**src/rtl/cereal_rx.sv**
```systemverilog
// 8N1 serial receiver: 2-flop synchroniser, mid-bit sampling FSM, one-cycle
// valid/frame_err strobes and a wrapping count of good bytes.
module cereal_rx #(
  parameter int CLKS_PER_BIT = 5208,
  parameter int CNT_W        = 13
) (
  input  logic       sysclk,
  input  logic       rst,
  input  logic       rx,
  output logic [7:0] data,
  output logic       valid,
  output logic       frame_err,
  output logic       busy,
  output logic [7:0] byte_count
);

  typedef enum logic [2:0] {IDLE, START, DATA, STOP, BREAK} state_t;

  localparam logic [CNT_W-1:0] BIT_END = CNT_W'(CLKS_PER_BIT - 1);
  localparam logic [CNT_W-1:0] MID_END = CNT_W'(CLKS_PER_BIT / 2 - 1);

  state_t           state_q, state_d;
  logic [1:0]       sync_q;
  logic [1:0]       warm_q;
  logic             armed_q;
  logic [CNT_W-1:0] timer_q, timer_d;
  logic [2:0]       idx_q, idx_d;
  logic [7:0]       shift_q, shift_d;
  logic [7:0]       data_q, data_d;
  logic             valid_q, valid_d;
  logic             ferr_q, ferr_d;
  logic [7:0]       cnt_q, cnt_d;
  logic             rxs;

  assign rxs = sync_q[1];

  // The synchroniser resets high, so arming waits until it has been refilled
  // from the pin and shows a genuine high level; a line held low across reset
  // is then ignored exactly as in BREAK.
  always_ff @(posedge sysclk or posedge rst) begin
    if (rst) begin
      sync_q  <= 2'b11;
      warm_q  <= 2'b00;
      armed_q <= 1'b0;
    end else begin
      sync_q  <= {sync_q[0], rx};
      warm_q  <= {warm_q[0], 1'b1};
      armed_q <= armed_q | (warm_q[1] & rxs);
    end
  end

  always_ff @(posedge sysclk or posedge rst) begin
    if (rst) begin
      state_q <= IDLE;
      timer_q <= '0;
      idx_q   <= '0;
      shift_q <= '0;
      data_q  <= '0;
      valid_q <= 1'b0;
      ferr_q  <= 1'b0;
      cnt_q   <= '0;
    end else begin
      state_q <= state_d;
      timer_q <= timer_d;
      idx_q   <= idx_d;
      shift_q <= shift_d;
      data_q  <= data_d;
      valid_q <= valid_d;
      ferr_q  <= ferr_d;
      cnt_q   <= cnt_d;
    end
  end

  always_comb begin
    state_d = state_q;
    timer_d = timer_q + CNT_W'(1);
    idx_d   = idx_q;
    shift_d = shift_q;
    data_d  = data_q;
    valid_d = 1'b0;
    ferr_d  = 1'b0;
    cnt_d   = cnt_q;
    case (state_q)
      IDLE: begin
        timer_d = '0;
        if (armed_q && !rxs) state_d = START;
      end
      START: begin
        if (timer_q == MID_END) begin
          timer_d = '0;
          idx_d   = '0;
          state_d = rxs ? IDLE : DATA;
        end
      end
      DATA: begin
        if (timer_q == BIT_END) begin
          timer_d = '0;
          shift_d = {rxs, shift_q[7:1]};
          idx_d   = idx_q + 3'd1;
          if (idx_q == 3'd7) state_d = STOP;
        end
      end
      STOP: begin
        if (timer_q == BIT_END) begin
          timer_d = '0;
          if (rxs) begin
            data_d  = shift_q;
            valid_d = 1'b1;
            cnt_d   = cnt_q + 8'd1;
            state_d = IDLE;
          end else begin
            ferr_d  = 1'b1;
            state_d = BREAK;
          end
        end
      end
      BREAK: begin
        timer_d = '0;
        if (rxs) state_d = IDLE;
      end
      default: begin
        timer_d = '0;
        state_d = IDLE;
      end
    endcase
  end

  assign data       = data_q;
  assign valid      = valid_q;
  assign frame_err  = ferr_q;
  assign busy       = (state_q != IDLE);
  assign byte_count = cnt_q;

endmodule
```
**config.mk**
```make
export PLATFORM = sky130hd
export DESIGN_NAME = cereal_rx
export DESIGN_NICKNAME = d
export VERILOG_FILES = /design/src/rtl/cereal_rx.sv
export SDC_FILE = /design/constraint.sdc
export NUM_CORES = 1
export LEC_CHECK = 0
export BUFFER_PORTS_ARGS = -buffer_cell sky130_fd_sc_hd__buf_2
export CAP_MARGIN = 20
export CORE_MARGIN = 10
export CORE_UTILIZATION = 55
export CTS_BUF_LIST = sky130_fd_sc_hd__clkbuf_2 sky130_fd_sc_hd__clkbuf_4 sky130_fd_sc_hd__clkbuf_8
export DETAILED_ROUTE_END_ITERATION = 8
export GPL_ROUTABILITY_DRIVEN = 0
export PLACE_DENSITY = 0.89
export SLEW_MARGIN = 20
export SYNTH_ARGS = -nofsm -noshare
export SYNTH_HDL_FRONTEND = slang
export SYNTH_SLANG_ARGS = --single-unit
```
**constraint.sdc**
```tcl
create_clock -name sysclk -period 2.3 [get_ports sysclk]
set_clock_uncertainty 0.2 [all_clocks]
set_input_delay 0.345 -clock sysclk [delete_from_list [all_inputs] [get_ports sysclk]]
set_output_delay 0.345 -clock sysclk [all_outputs]
set_load 0.05 [all_outputs]
```
# After elaboration in Yosys (flattened, before gate mapping)
# Cells that the tools add are included.
dict set report op_classes {
  n_addsub 3
  n_eq_ne 13
  n_mux 21
  bitwise_logic 2
  reduce_logical 10
}
# cell count
set op_table {}
lappend op_table {{two-way mux 3 bit} 9}
lappend op_table {{two-way mux 13 bit} 2}
lappend op_table {{case mux 13 bit (2 select lines)} 1}
lappend op_table {{case mux 3 bit (5 select lines)} 1}
lappend op_table {{adder 13 x 1 -> 13 bit, second input constant} 1}
lappend op_table {{equality test 13 x 12 -> 1 bit, second input constant} 1}
lappend op_table {{equality test 13 bit, second input constant} 1}
lappend op_table {{!= test 2 bit, second input constant} 6}
lappend op_table {{adder 8 x 1 -> 8 bit, second input constant} 1}
lappend op_table {{equality test 3 x 2 -> 1 bit, second input constant} 2}
lappend op_table {{equality test 3 bit, second input constant} 2}
lappend op_table {{two-way mux 1 bit} 6}
lappend op_table {{case mux 3 bit (2 select lines)} 1}
lappend op_table {{AND reduction 3 bit} 2}
lappend op_table {{AND reduction 6 bit} 1}
lappend op_table {{adder 3 x 1 -> 3 bit, second input constant} 1}
lappend op_table {{equality test 3 x 1 -> 1 bit, second input constant} 1}
lappend op_table {{zero test 3 bit} 1}
lappend op_table {{nonzero test 3 bit} 1}
lappend op_table {{two-way mux 2 bit} 1}
lappend op_table {{AND reduction 2 bit} 1}
lappend op_table {{nonzero test 2 bit} 1}
lappend op_table {{OR reduction 2 bit} 1}
lappend op_table {{bitwise AND 1 bit} 1}
lappend op_table {{other kinds (3)} 3}
dict set report totals {
  ff_bits 50
  in_bits 3
  out_inout_bits 19
  word_cells 60
}

# Longest topological paths before layout
# Gate-level depths: netlist of run 1.
dict set report logic_depth {
  depth_word 4
  ltp_mapped 6
  depth_no_buf 5
}

# Worst setup path after synthesis of run 1
# No wires, ideal clock.
dict set report synth_path {
  path_kind {register to register}
  start {reg timer_q[3]}
  end {reg data_q[3] (netlist: data[3])}
  setup_ns 0.127
  arrival_ns 1.913
  required_ns 1.973
  setup_slack_ns 0.059
  stages_incl_launch_ff 6
  n_path_buf 2
  period_less_slack_ns 2.241
  path_cell_list {dfrtp_1 > buf_6 > or4_4 > nor4_4 > buf_6 > mux2_1}
}
dict set report synth_via {
  elab_chain_cells 2
}
# item line_no
set synth_lines {}
lappend synth_lines {{start: declaration} 26} ;# logic [CNT_W-1:0] timer_q, timer_d;
lappend synth_lines {{start signal: assignment} 64} ;# timer_q <= timer_d;
lappend synth_lines {{equality test 13 bit} 104} ;# if (timer_q == BIT_END) begin
lappend synth_lines {{AND reduction 3 bit (no source line)} n/a}
lappend synth_lines {{end signal: assignment} 67} ;# data_q <= data_d;
lappend synth_lines {{end: declaration} 29} ;# logic [7:0] data_q, data_d;
# Every way passes these cells.
# A chain may end at the register's enable or synchronous reset.

# Worst setup path after layout of run 1
dict set report layout_path {
  start {reg timer_q[5]}
  end {reg data_q[7] (netlist: data[7])}
}
# Same word-level chain as after synthesis.

==> results.tsv, run 1 <==
metric	value	unit
most frequent cells after synthesis	48 x dfrtp_1, 19 x nor2_1, 13 x mux2_2	
unrepaired setup endpoints after global routing	false	
post-layout min period	2.10	ns
CTS clock-pin slew for the worst setup and hold paths	0.09	ns
TritonCTS clock tree	built	
postcts setup bufs	0	
switch share	0.270	
clk_lat worst skew	0.32	ns
Multi-input gate area	912	sq um
PwrDens	824	nW/um^2
Final nets	225	
crit path launch type	flip-flop	
Ports	22	
Root Driver	clkbuf_8	
Leakage Power	1.26	nW
CTS H-tree depth	2	
initial antenna violation count	0	
depth of the most critical reg-to-reg path	4	
Inserted Clock Buffers	5	
dominant cell type by area after synthesis	dfrtp_1	
Combinational Power Share	0.177	
WL/cell	16.1	um
pins over their slew limit	0	
VDD IR-drop max	0.000418	V
DRT iter0 DRCs	63	
die width	83.7	um
Clk pwr share	0.354	
dpl cells	259	
Critical Path Fanout Max	16	
status	finished, final reports clean	
Remaining DRCs	0	
Power Internal	0.00157	W
post_cts resized	0	
Worst Path Arrival	2.11	ns
hold path depth	0	
port bufs	21	
core box area	3970	sq um
area grow syn2layout	16.5	%
fillers	282	
DRT Wirelength	4330	um
Reg power frac	0.470	
Non-Filler Instances	269	
die area	7010	sq um
P_sw	0.000579	W
Vias/cell	5.73	
Avg Inst Size Synth	11.9	sq um
Synthesized Nets	195	
CTS max path bufs	2	
row count	23	
first-pass GRT wire length	7530	um
async set or reset register ratio after synthesis	1.00	
cell with the most instances after synthesis	dfrtp_1	
flops & latches, synth	50	
die height	83.7	um
worst min path class	flip-flop to flip-flop	
YS warnings	0	
fmax	475	MHz
Sink Count	50	
number of routed nets with antenna violations	0	
vias in the first global route	1543	
Final Hold Viols	0	
total congestion overflow	0	
hold buffers post-CTS	2	
Worst Path Required	2.30	ns
hold slack	0.163	ns
Yosys cell types	39	
mapped cell area	2230	sq um
EDFF count, synth	0	
register area	1250	sq um
Syn Inst Count	188	
crit path kind	flip-flop to flip-flop	
setup_tns	0	ns
sequential share of the synthesized area	0.561	
Final setup viols	0	
share of layout cells above drive strength 1	0.256	
DP HPWL	3060	um
DR pass1 iterations	5	
top area cells in the synthesized netlist	dfrtp_1 54%, mux2_2 6.6%, xnor2_1 4.3%	
max incr delay on CP	0.54	ns
largest net degree at the start of global routing	30	
Antenna diodes	0	
Tcrit/Tclk final	0.915	
crit path cell chain	or4_4 > nor4_4 > buf_12 > mux2_2	
starting density of the core	0.563	
slowest cell on the critical path	or4_4	
maxcap violations	0	
Critical Path End Type	flip-flop	
top_reg_cell synth	dfrtp_1	
total track usage	0.129	
via count	1542	
post-synth top area share	0.538	
-- final cells by class --
cell class / count / area share
timing repair buffer: 31 / 0.0807
clock buffer: 6 / 0.0317
multi-input combinational: 124 / 0.350
inverter: 6 / 0.00865
sequential: 50 / 0.481
tap: 50 / 0.0240
clock inverter: 2 / 0.0231
-- power by group through the flow --
| stage | registers (W) | clock network [W] | logic (W) |
|---|---|---|---|
| floorplan | 0.000992 | 0 | 0.000303 |
| global placement | 0.00101 | 0 | 0.000364 |
| detailed placement | 0.00102 | 0 | 0.000375 |
| CTS | 0.00101 | 0.000771 | 0.000380 |
| global route | 0.00102 | 0.000811 | 0.000428 |
| finish | 0.00101 | 0.000760 | 0.000379 |
-- sequential cells by signal, indices dropped and copies added, names as in the netlist, 2 cells and up --
register / count
state_q: 3
shift_q: 8
timer_q: 13
warm_q: 2
byte_count: 8
data: 8
idx_q: 3
sync_q: 2
-- layout by cell type (no fill, tap or decap), types with 2 or more instances in the layout --
cell           netlist  final
nand2_1              6      6
buf_2                1     21
dlygate4sd3_1        0      2
mux2_2              13     13
o21ai_0              2      2
xnor2_1             11     11
a211oi_1             2      2
and3_1               3      3
and4_1               2      2
xor2_1               8      8
nor2b_1              4      4
mux2_1               3      3
nor4_1               2      2
nor3_1               2      2
ha_1                 4      4
buf_4                0      6
nand4_1             10     10
clkbuf_8             0      6
a41o_1               2      2
nand3_1              5      5
nor2_1              19     19
o22ai_1              2      2
buf_12               0      2
nor4b_1              2      2
inv_1                6      5
or3_1                2      2
dfrtp_1             48     48
a21oi_1              5      5
dfstp_2              2      2
nor4bb_1             3      3
bufinv_16            0      2
a31oi_1              2      2
-- worst paths after layout --
check,startpoint,slack (ns),to
worst max-delay path,timer_q[5],0.20,data[7]
worst min-delay path,sync_q[0],0.16,sync_q[1]
worst max register to register,timer_q[5],0.20,data[7]
worst min register to register,sync_q[0],0.16,sync_q[1]
max in group asynchronous,rst,1.00,timer_q[6]
min in group asynchronous,rst,0.38,warm_q[0]
-- cell families (layout without fill, tap and decap cells) --
| family | count (synthesis) | after routing | synth area share |
|---|---|---|---|
| adder cells (fa/ha/maj) | 4 | 4 | 0.0224 |
| XOR/XNOR | 19 | 19 | 0.0745 |
| AO/OA/AOI/OAI | 17 | 17 | 0.0498 |
| flip-flops | 50 | 50 | 0.561 |
| buffers and inverters | 14 | 45 | 0.0308 |
| AND/OR/NAND/NOR | 67 | 67 | 0.179 |
| multiplexers | 16 | 16 | 0.0806 |
| other | 1 | 1 | 0.00168 |
-- critical path, delay by kind of cell (launching register included) --
kind	cells	cell delay (ns)
muxes	1	0.34
buffers and inverters	1	0.19
and+or+nand+nor	2	0.82
DFF	1	0.44
-- stage by stage --
| step | setup WS, ns | utilization | area, sq um | power, W |
|---|---|---|---|---|
| 2_1_floorplan | 0.0591 | - | 2230 | 0.00129 |
| 3_3_place_gp | 0.246 | 0.615 | 2440 | 0.00138 |
| 3_5_place_dp | 0.209 | 0.615 | 2440 | 0.00140 |
| 4_1_cts | 0.199 | 0.656 | 2600 | 0.00216 |
| 5_1_grt | 0.0793 | 0.656 | 2600 | 0.00225 |
| 6_report | 0.196 | 0.656 | 2600 | 0.00215 |
-- per-layer routing --
metal | part of all wire | wire (um) | GRT usage
met5 | 0 | 0 | 0
met1 | 0.44 | 1900 | 0.156
met2 | 0.48 | 2080 | 0.205
met4 | 0.020 | 86 | 0.0639
met3 | 0.061 | 263 | 0.0371
(Power assumes the default switching activity.)
==> inputs of run 2 (changes only) <==
--- a/config.mk
+++ b/config.mk
@@ -5,6 +5,7 @@
 export SDC_FILE = /design/constraint.sdc
 export NUM_CORES = 1
 export LEC_CHECK = 0
+export ABC_AREA = 1
 export BUFFER_PORTS_ARGS = -buffer_cell sky130_fd_sc_hd__buf_2
 export CAP_MARGIN = 20
 export CORE_MARGIN = 10
@@ -12,7 +13,7 @@
 export CTS_BUF_LIST = sky130_fd_sc_hd__clkbuf_2 sky130_fd_sc_hd__clkbuf_4 sky130_fd_sc_hd__clkbuf_8
 export DETAILED_ROUTE_END_ITERATION = 8
 export GPL_ROUTABILITY_DRIVEN = 0
-export PLACE_DENSITY = 0.89
+export PLACE_DENSITY = 0.88
 export SLEW_MARGIN = 20
 export SYNTH_ARGS = -nofsm -noshare
 export SYNTH_HDL_FRONTEND = slang
==> run 2 against run 1 <==
Hold slack worse by 0.0019 ns. Routed wire length up 10%. Cell count up 40%. Final area up 8.3%. Area after synthesis up 14%. First-iteration DRC count up 130%. Combinational power up 38%. Critical endpoint is now timer_q[2]. Largest power group unchanged. Highest routed layer unchanged.
==> results.tsv, run 2 <==
metric	value	unit	change
maxcap violations	0		unchanged
DR pass1 iterations	6		+1
crit path launch type	flip-flop		
Clk pwr share	0.296		-0.058
most frequent cells after synthesis	89 x nand2_1, 48 x dfrtp_1, 26 x inv_1		
largest net degree at the start of global routing	31		+3.3%
dominant cell type by area after synthesis	dfrtp_1		
Critical Path Fanout Max	11		-5
Root Driver	clkbuf_8		
DRT iter0 DRCs	148		+130%
post-synthesis adder-cell area fraction	0.0197		-0.00273
PwrDens	763	nW/um^2	-7.4%
CTS max path bufs	2		unchanged
YS warnings	0		unchanged
die height	88.0	um	+5.1%
first-pass GRT wire length	8420	um	+12%
area grow syn2layout	10.8	%	
Power Internal	0.00141	W	-10%
clk_lat worst skew	0.31	ns	about the same
Final nets	331		+47%
cell with the most instances after synthesis	nand2_1		
hold endpoint	warm_q[1]		
number of routed nets with antenna violations	0		unchanged
EDFF count, synth	0		unchanged
most used routing layer in global routing	met2		
Avg Inst Size Synth	8.57	sq um	-28%
Critical Path End Type	flip-flop		
Synth Area in Compound Gates	0.0615		+0.0116
flops & latches, synth	50		unchanged
Tcrit/Tclk final	0.809		-0.106
die width	88.0	um	+5.1%
setup_tns	0	ns	unchanged
dpl cells	367		+42%
largest family of logic cells by synthesized area	simple AND/OR/NAND/NOR gates		
P_sw	0.000744	W	+29%
area of placed instances	2680	sq um	+9.9%
Yosys cell types	31		-21%
vias in the first global route	1887		+22%
crit path kind	flip-flop to flip-flop		
met2 GRT Util	0.228		+0.0226
row count	24		+4.3%
Remaining DRCs	0		unchanged
switch share	0.346		+0.0761
initial antenna violation count	0		unchanged
Reg power frac	0.461		-0.009
Combinational Power Share	0.243		+0.066
Synthesized Nets	304		+56%
flop2flop setup slack	0.44	ns	+0.24 ns
met1 usage	0.158		+0.00232
depth of the most critical reg-to-reg path	8		+4
Final setup viols	0		unchanged
unrepaired setup endpoints after global routing	false		
CTS H-tree depth	2		unchanged
top area cells in the synthesized netlist	dfrtp_1 47%, nand2_1 13%, inv_1 3.8%		
WL/cell	12.7	um	-21%
hold path depth	0		unchanged
via count	1949		+26%
core box area	4410	sq um	+11%
die area	7750	sq um	+10%
Top reg by flops	timer_q		
DP HPWL	3500	um	+14%
post-layout min period	1.86	ns	-0.243 ns
most common cell after layout, fill and taps aside	nand2_1		
Worst Path Arrival	1.85	ns	-0.26 ns
post-synthesis simple-gate area fraction	0.318		+0.138
commonest non-fill, non-tap cells in the layout	89 x nand2_1, 48 x dfrtp_1, 25 x inv_1		
DRT Wirelength	4780	um	+10%
share of layout cells above drive strength 1	0.252		-0.00340
Ports	22		unchanged
Vias/cell	5.17		-9.8%
Leakage Power	1.41	nW	+12%
VDD IR-drop max	0.000358	V	-14%
mapped cell area	2540	sq um	+14%
total congestion overflow	0		unchanged
max reg flops	13		unchanged
fmax	537	MHz	+13%
top_reg_cell synth	dfrtp_1		
post-route cell area	2820	sq um	+8.3%
pins over their slew limit	0		unchanged
Sink Count	50		unchanged
Hold Startpoint	warm_q[0]		
Tot Pwr	0.00215	W	+0.28%
Worst Path Required	2.29	ns	about the same
starting density of the core	0.577		+0.0138
grt met3 use	0.0362		-0.000898
TritonCTS clock tree	built		
worst min path class	flip-flop to flip-flop		
async set or reset register ratio after synthesis	1.00		unchanged
CTS clock-pin slew for the worst setup and hold paths	0.09	ns	about the same
Antenna diodes	0		unchanged
Final Hold Viols	0		unchanged
r2r startpoint	timer_q[0]		
Non-Filler Instances	377		+40%
xor/xnor share of the synthesized area	0.0275		-0.0469
FF-to-FF End	timer_q[2]		
post-synth top area share	0.472		-0.0655
total track usage	0.135		+0.00581
Inserted Clock Buffers	5		unchanged
status	finished, final reports clean		
sequential share of the synthesized area	0.493		-0.0684
Syn Inst Count	297		+58%
mux contribution to synthesized area	0		-0.0806
port bufs	21		unchanged
run 2: cell families (layout without fill, tap and decap cells):
group                      Yosys count  count (layout)
other                                1               1
AOI/OAI and AO/OA                   26              26
buffers and inverters               43              71
DFF                                 50              50
adders and majority gates            4               4
and+or+nand+nor                    165             165
xor gates and xnor gates             8               8
run 2: cell type report:
| cell class | count | area, sq um |
|---|---|---|
| Fill cell | 357 | 1590 |
| Sequential cell | 50 | 1250 |
| Multi-Input combinational cell | 204 | 1090 |
| Inverter | 39 | 151 |
| Timing Repair Buffer | 24 | 145 |
| Clock buffer | 5 | 68.8 |
| Tap cell | 52 | 65.1 |
| Clock inverter | 3 | 47.5 |
run 2: what timing repair did:
| item | in CTS | in global routing |
|---|---|---|
| setup buffers | 0 | 0 |
| hold endpoints to repair | 20 | 0 |
| resized for setup | 0 | 0 |
| hold buffers | 2 | 0 |
run 2: metal layers:
metal,vias to the layer above,share of wire
met5,-,0
met4,0,0.018
met3,8,0.061
met2,51,0.49
met1,906,0.43
li1,984,-
run 2: critical path, cell delays in order, from the launching register on:
cell and delay [ns]:
dfrtp_1 0.39, ha_1 0.20, nand2_1 0.12, nor2_2 0.17, nand3_4 0.13, nand2_4 0.11
nand2_2 0.07, inv_2 0.27, a21oi_1 0.08
run 2: worst max path at each step:
stage / startpoint / to / slack (ns) / cells after the start
after CTS: timer_q[0] / timer_q[2] / 0.42 / 8
after floorplan: rst / armed_q / 0.56 / 1
after global placement: timer_q[0] / timer_q[2] / 0.52 / 8
final: timer_q[0] / timer_q[2] / 0.44 / 8
after global routing: timer_q[0] / timer_q[2] / 0.25 / 8
after detailed placement: timer_q[0] / timer_q[2] / 0.44 / 8
run 2: power groups by stage:
stage	combinational, W	clock (W)	sequential (W)
final	0.000522	0.000637	0.000993
after global routing	0.000600	0.000691	0.00100
after CTS	0.000526	0.000653	0.000992
after detailed placement	0.000518	0	0.00101
after global placement	0.000503	0	0.00100
after floorplan	0.000467	0	0.000994
run 2: metrics by stage:
step                 util  hold slack [ns]  setup slack (ns)
global placement    0.608            0.134             0.517
finish              0.639            0.161             0.439
global route        0.639            0.176             0.245
CTS                 0.639            0.161             0.422
detailed placement  0.608            0.150             0.438
floorplan               -            0.131             0.557
==> inputs of run 3 (changes only) <==
--- a/config.mk
+++ b/config.mk
@@ -9,11 +9,11 @@
 export BUFFER_PORTS_ARGS = -buffer_cell sky130_fd_sc_hd__buf_2
 export CAP_MARGIN = 20
 export CORE_MARGIN = 10
-export CORE_UTILIZATION = 55
+export CORE_UTILIZATION = 61
 export CTS_BUF_LIST = sky130_fd_sc_hd__clkbuf_2 sky130_fd_sc_hd__clkbuf_4 sky130_fd_sc_hd__clkbuf_8
 export DETAILED_ROUTE_END_ITERATION = 8
 export GPL_ROUTABILITY_DRIVEN = 0
-export PLACE_DENSITY = 0.88
+export PLACE_DENSITY = 0.92
 export SLEW_MARGIN = 20
 export SYNTH_ARGS = -nofsm -noshare
 export SYNTH_HDL_FRONTEND = slang
==> constraint.sdc (replaced) <==
create_clock -name sysclk -period 1.9 [get_ports sysclk]
set_clock_uncertainty 0.2 [all_clocks]
set_input_delay 0.285 -clock sysclk [delete_from_list [all_inputs] [get_ports sysclk]]
set_output_delay 0.285 -clock sysclk [all_outputs]
set_load 0.05 [all_outputs]
==> run 3 against run 2 <==
Via count is 3.8% higher. Final area is 1.6% higher. Highest routed layer unchanged. Cell count is 0.27% higher. Largest power group unchanged. Hold slack better by 0.0034 ns. Total power is 26% higher.
==> results.tsv, run 3 (same netlist as run 2, synthesis figures left out) <==
metric	value	unit	change
status	finished, final reports clean		
WL met2	2580	um	+9.6%
total track usage	0.152		+0.0169
Leakage Power	1.42	nW	+0.36%
fmax	568	MHz	+5.8%
met1 wire length	2120	um	+3.7%
via count	2024		+3.8%
DR pass1 iterations	4		-2
Top reg by flops	timer_q		
setup_tns	0	ns	unchanged
Power Internal	0.00178	W	+26%
VDD IR-drop max	0.000597	V	+66%
register area	1250	sq um	unchanged
switch share	0.342		-0.00413
Inserted Clock Buffers	5		unchanged
crit path launch type	flip-flop		
Critical Path Fanout Max	7		-4
vias in the first global route	1979		+4.9%
post-layout min period	1.76	ns	-0.102 ns
Remaining DRCs	0		unchanged
Root Driver	clkbuf_8		
Critical Path End Type	flip-flop		
most common cell after layout, fill and taps aside	nand2_1		
worst min path class	flip-flop to flip-flop		
fillers	298		-17%
core box area	4030	sq um	-8.7%
PwrDens	943	nW/um^2	+24%
Multi-input gate area	1100	sq um	+1.0%
depth of the most critical reg-to-reg path	8		unchanged
Clk pwr share	0.286		-0.010
share of layout cells above drive strength 1	0.262		+0.00989
most frequent CP cell	nand2_1		
total congestion overflow	0		unchanged
Antenna diodes	0		unchanged
CTS max path bufs	2		unchanged
crit path kind	flip-flop to flip-flop		
die area	7160	sq um	-7.7%
CTS H-tree depth	2		unchanged
first-pass GRT wire length	9160	um	+8.7%
die height	84.6	um	-3.9%
pins over their slew limit	0		unchanged
CP delay by family, top	simple AND/OR/NAND/NOR gates		
Worst Path Required	1.88	ns	-0.41 ns
Tcrit/Tclk final	0.926		+0.117
initial antenna violation count	0		unchanged
P_sw	0.000923	W	+24%
crit path cell chain	ha_1 > nand2_1 > nor2_2 > nand3_4 > clkinv_4 > nand3_2 > nand2_1 > o21ai_0		
CP Buf/Inv Count	1		unchanged
port bufs	21		unchanged
area of placed instances	2710	sq um	+0.93%
WL/cell	13.4	um	+6.2%
CTS clock-pin slew for the worst setup and hold paths	0.09	ns	about the same
die width	84.6	um	-3.9%
commonest non-fill, non-tap cells in the layout	89 x nand2_1, 48 x dfrtp_1, 25 x inv_1		
Final setup viols	0		unchanged
starting density of the core	0.632		+0.0551
area grow syn2layout	12.5	%	
largest net degree at the start of global routing	33		+6.5%
met3 routed WL	261	um	-9.7%
Sink Count	50		unchanged
post-route cell area	2860	sq um	+1.6%
number of routed nets with antenna violations	0		unchanged
Tot Pwr	0.00270	W	+26%
TritonCTS clock tree	built		
Worst Path Arrival	1.74	ns	-0.11 ns
Ports	22		unchanged
Combinational Power Share	0.270		+0.027
Reg power frac	0.443		-0.018
DP HPWL	3710	um	+6.0%
Final nets	334		+0.91%
hold path depth	0		unchanged
Top Metal Used	met4		
Vias/cell	5.35		+3.6%
Stages on worst setup path	8		unchanged
clk_lat worst skew	0.31	ns	about the same
DRT iter0 DRCs	157		+6.1%
DRT Wirelength	5080	um	+6.4%
max incr delay on CP	0.37	ns	-0.02 ns
Final Hold Viols	0		unchanged
maxcap violations	0		unchanged
slowest cell on the critical path	dfrtp_1		
max reg flops	13		unchanged
row count	23		-4.2%
-- run 3: final timing paths --
check                      startpoint            end  slack [ns]
setup / recovery           timer_q[0]  byte_count[2]        0.14
setup reg to reg           timer_q[0]  byte_count[2]        0.14
hold reg to reg             warm_q[0]      warm_q[1]        0.16
max in group asynchronous         rst       idx_q[0]        0.69
hold / removal              warm_q[0]      warm_q[1]        0.16
min in group asynchronous         rst      warm_q[0]        0.31
-- run 3: repair_timing --
action	CTS	global route
setup endpoints to repair	0	20
buffers inserted	0	1
hold buffers	2	0
resized for setup	0	2
endpoints found under the hold margin	17	0
-- run 3: stage by stage --
stage	hold WS (ns)	setup WS, ns	util	instances
2_1_floorplan	0.0895	0.185	-	297
3_3_place_gp	0.0920	0.192	0.672	367
3_5_place_dp	0.100	0.141	0.672	367
4_1_cts	0.162	0.108	0.706	377
5_1_grt	0.170	-0.00854	0.711	378
6_report	0.164	0.141	0.711	378
-- run 3: area by class of cell --
type	instances	share of cell area
Clock buffer	5	0.0240
Clock inverter	3	0.0166
Inverter	39	0.0529
Multi-Input combinational cell	204	0.384
Sequential cell	50	0.438
Tap cell	50	0.0218
Timing Repair Buffer	27	0.0629
-- run 3: per-layer routing --
layer / vias up / global-route usage
met2: 63 / 0.262
met3: 11 / 0.0386
li1: 996 / -
met4: 0 / 0.0494
met1: 954 / 0.179
met5: - / 0
-- run 3: power by group through the flow --
stage               Sequential (W)  Clock (W)  Combinational [W]
finish                     0.00120   0.000773           0.000731
detailed placement         0.00122          0           0.000700
floorplan                  0.00120          0           0.000565
CTS                        0.00120   0.000790           0.000713
global placement           0.00121          0           0.000678
global route               0.00121   0.000829           0.000822
-- run 3: worst register-to-register path, stage by stage, from the launching register on --
cell      delay [ns]
dfrtp_1         0.37
ha_1            0.20
nand2_1         0.13
nor2_2          0.15
nand3_4         0.13
clkinv_4        0.11
nand3_2         0.14
nand2_1         0.11
o21ai_0         0.11
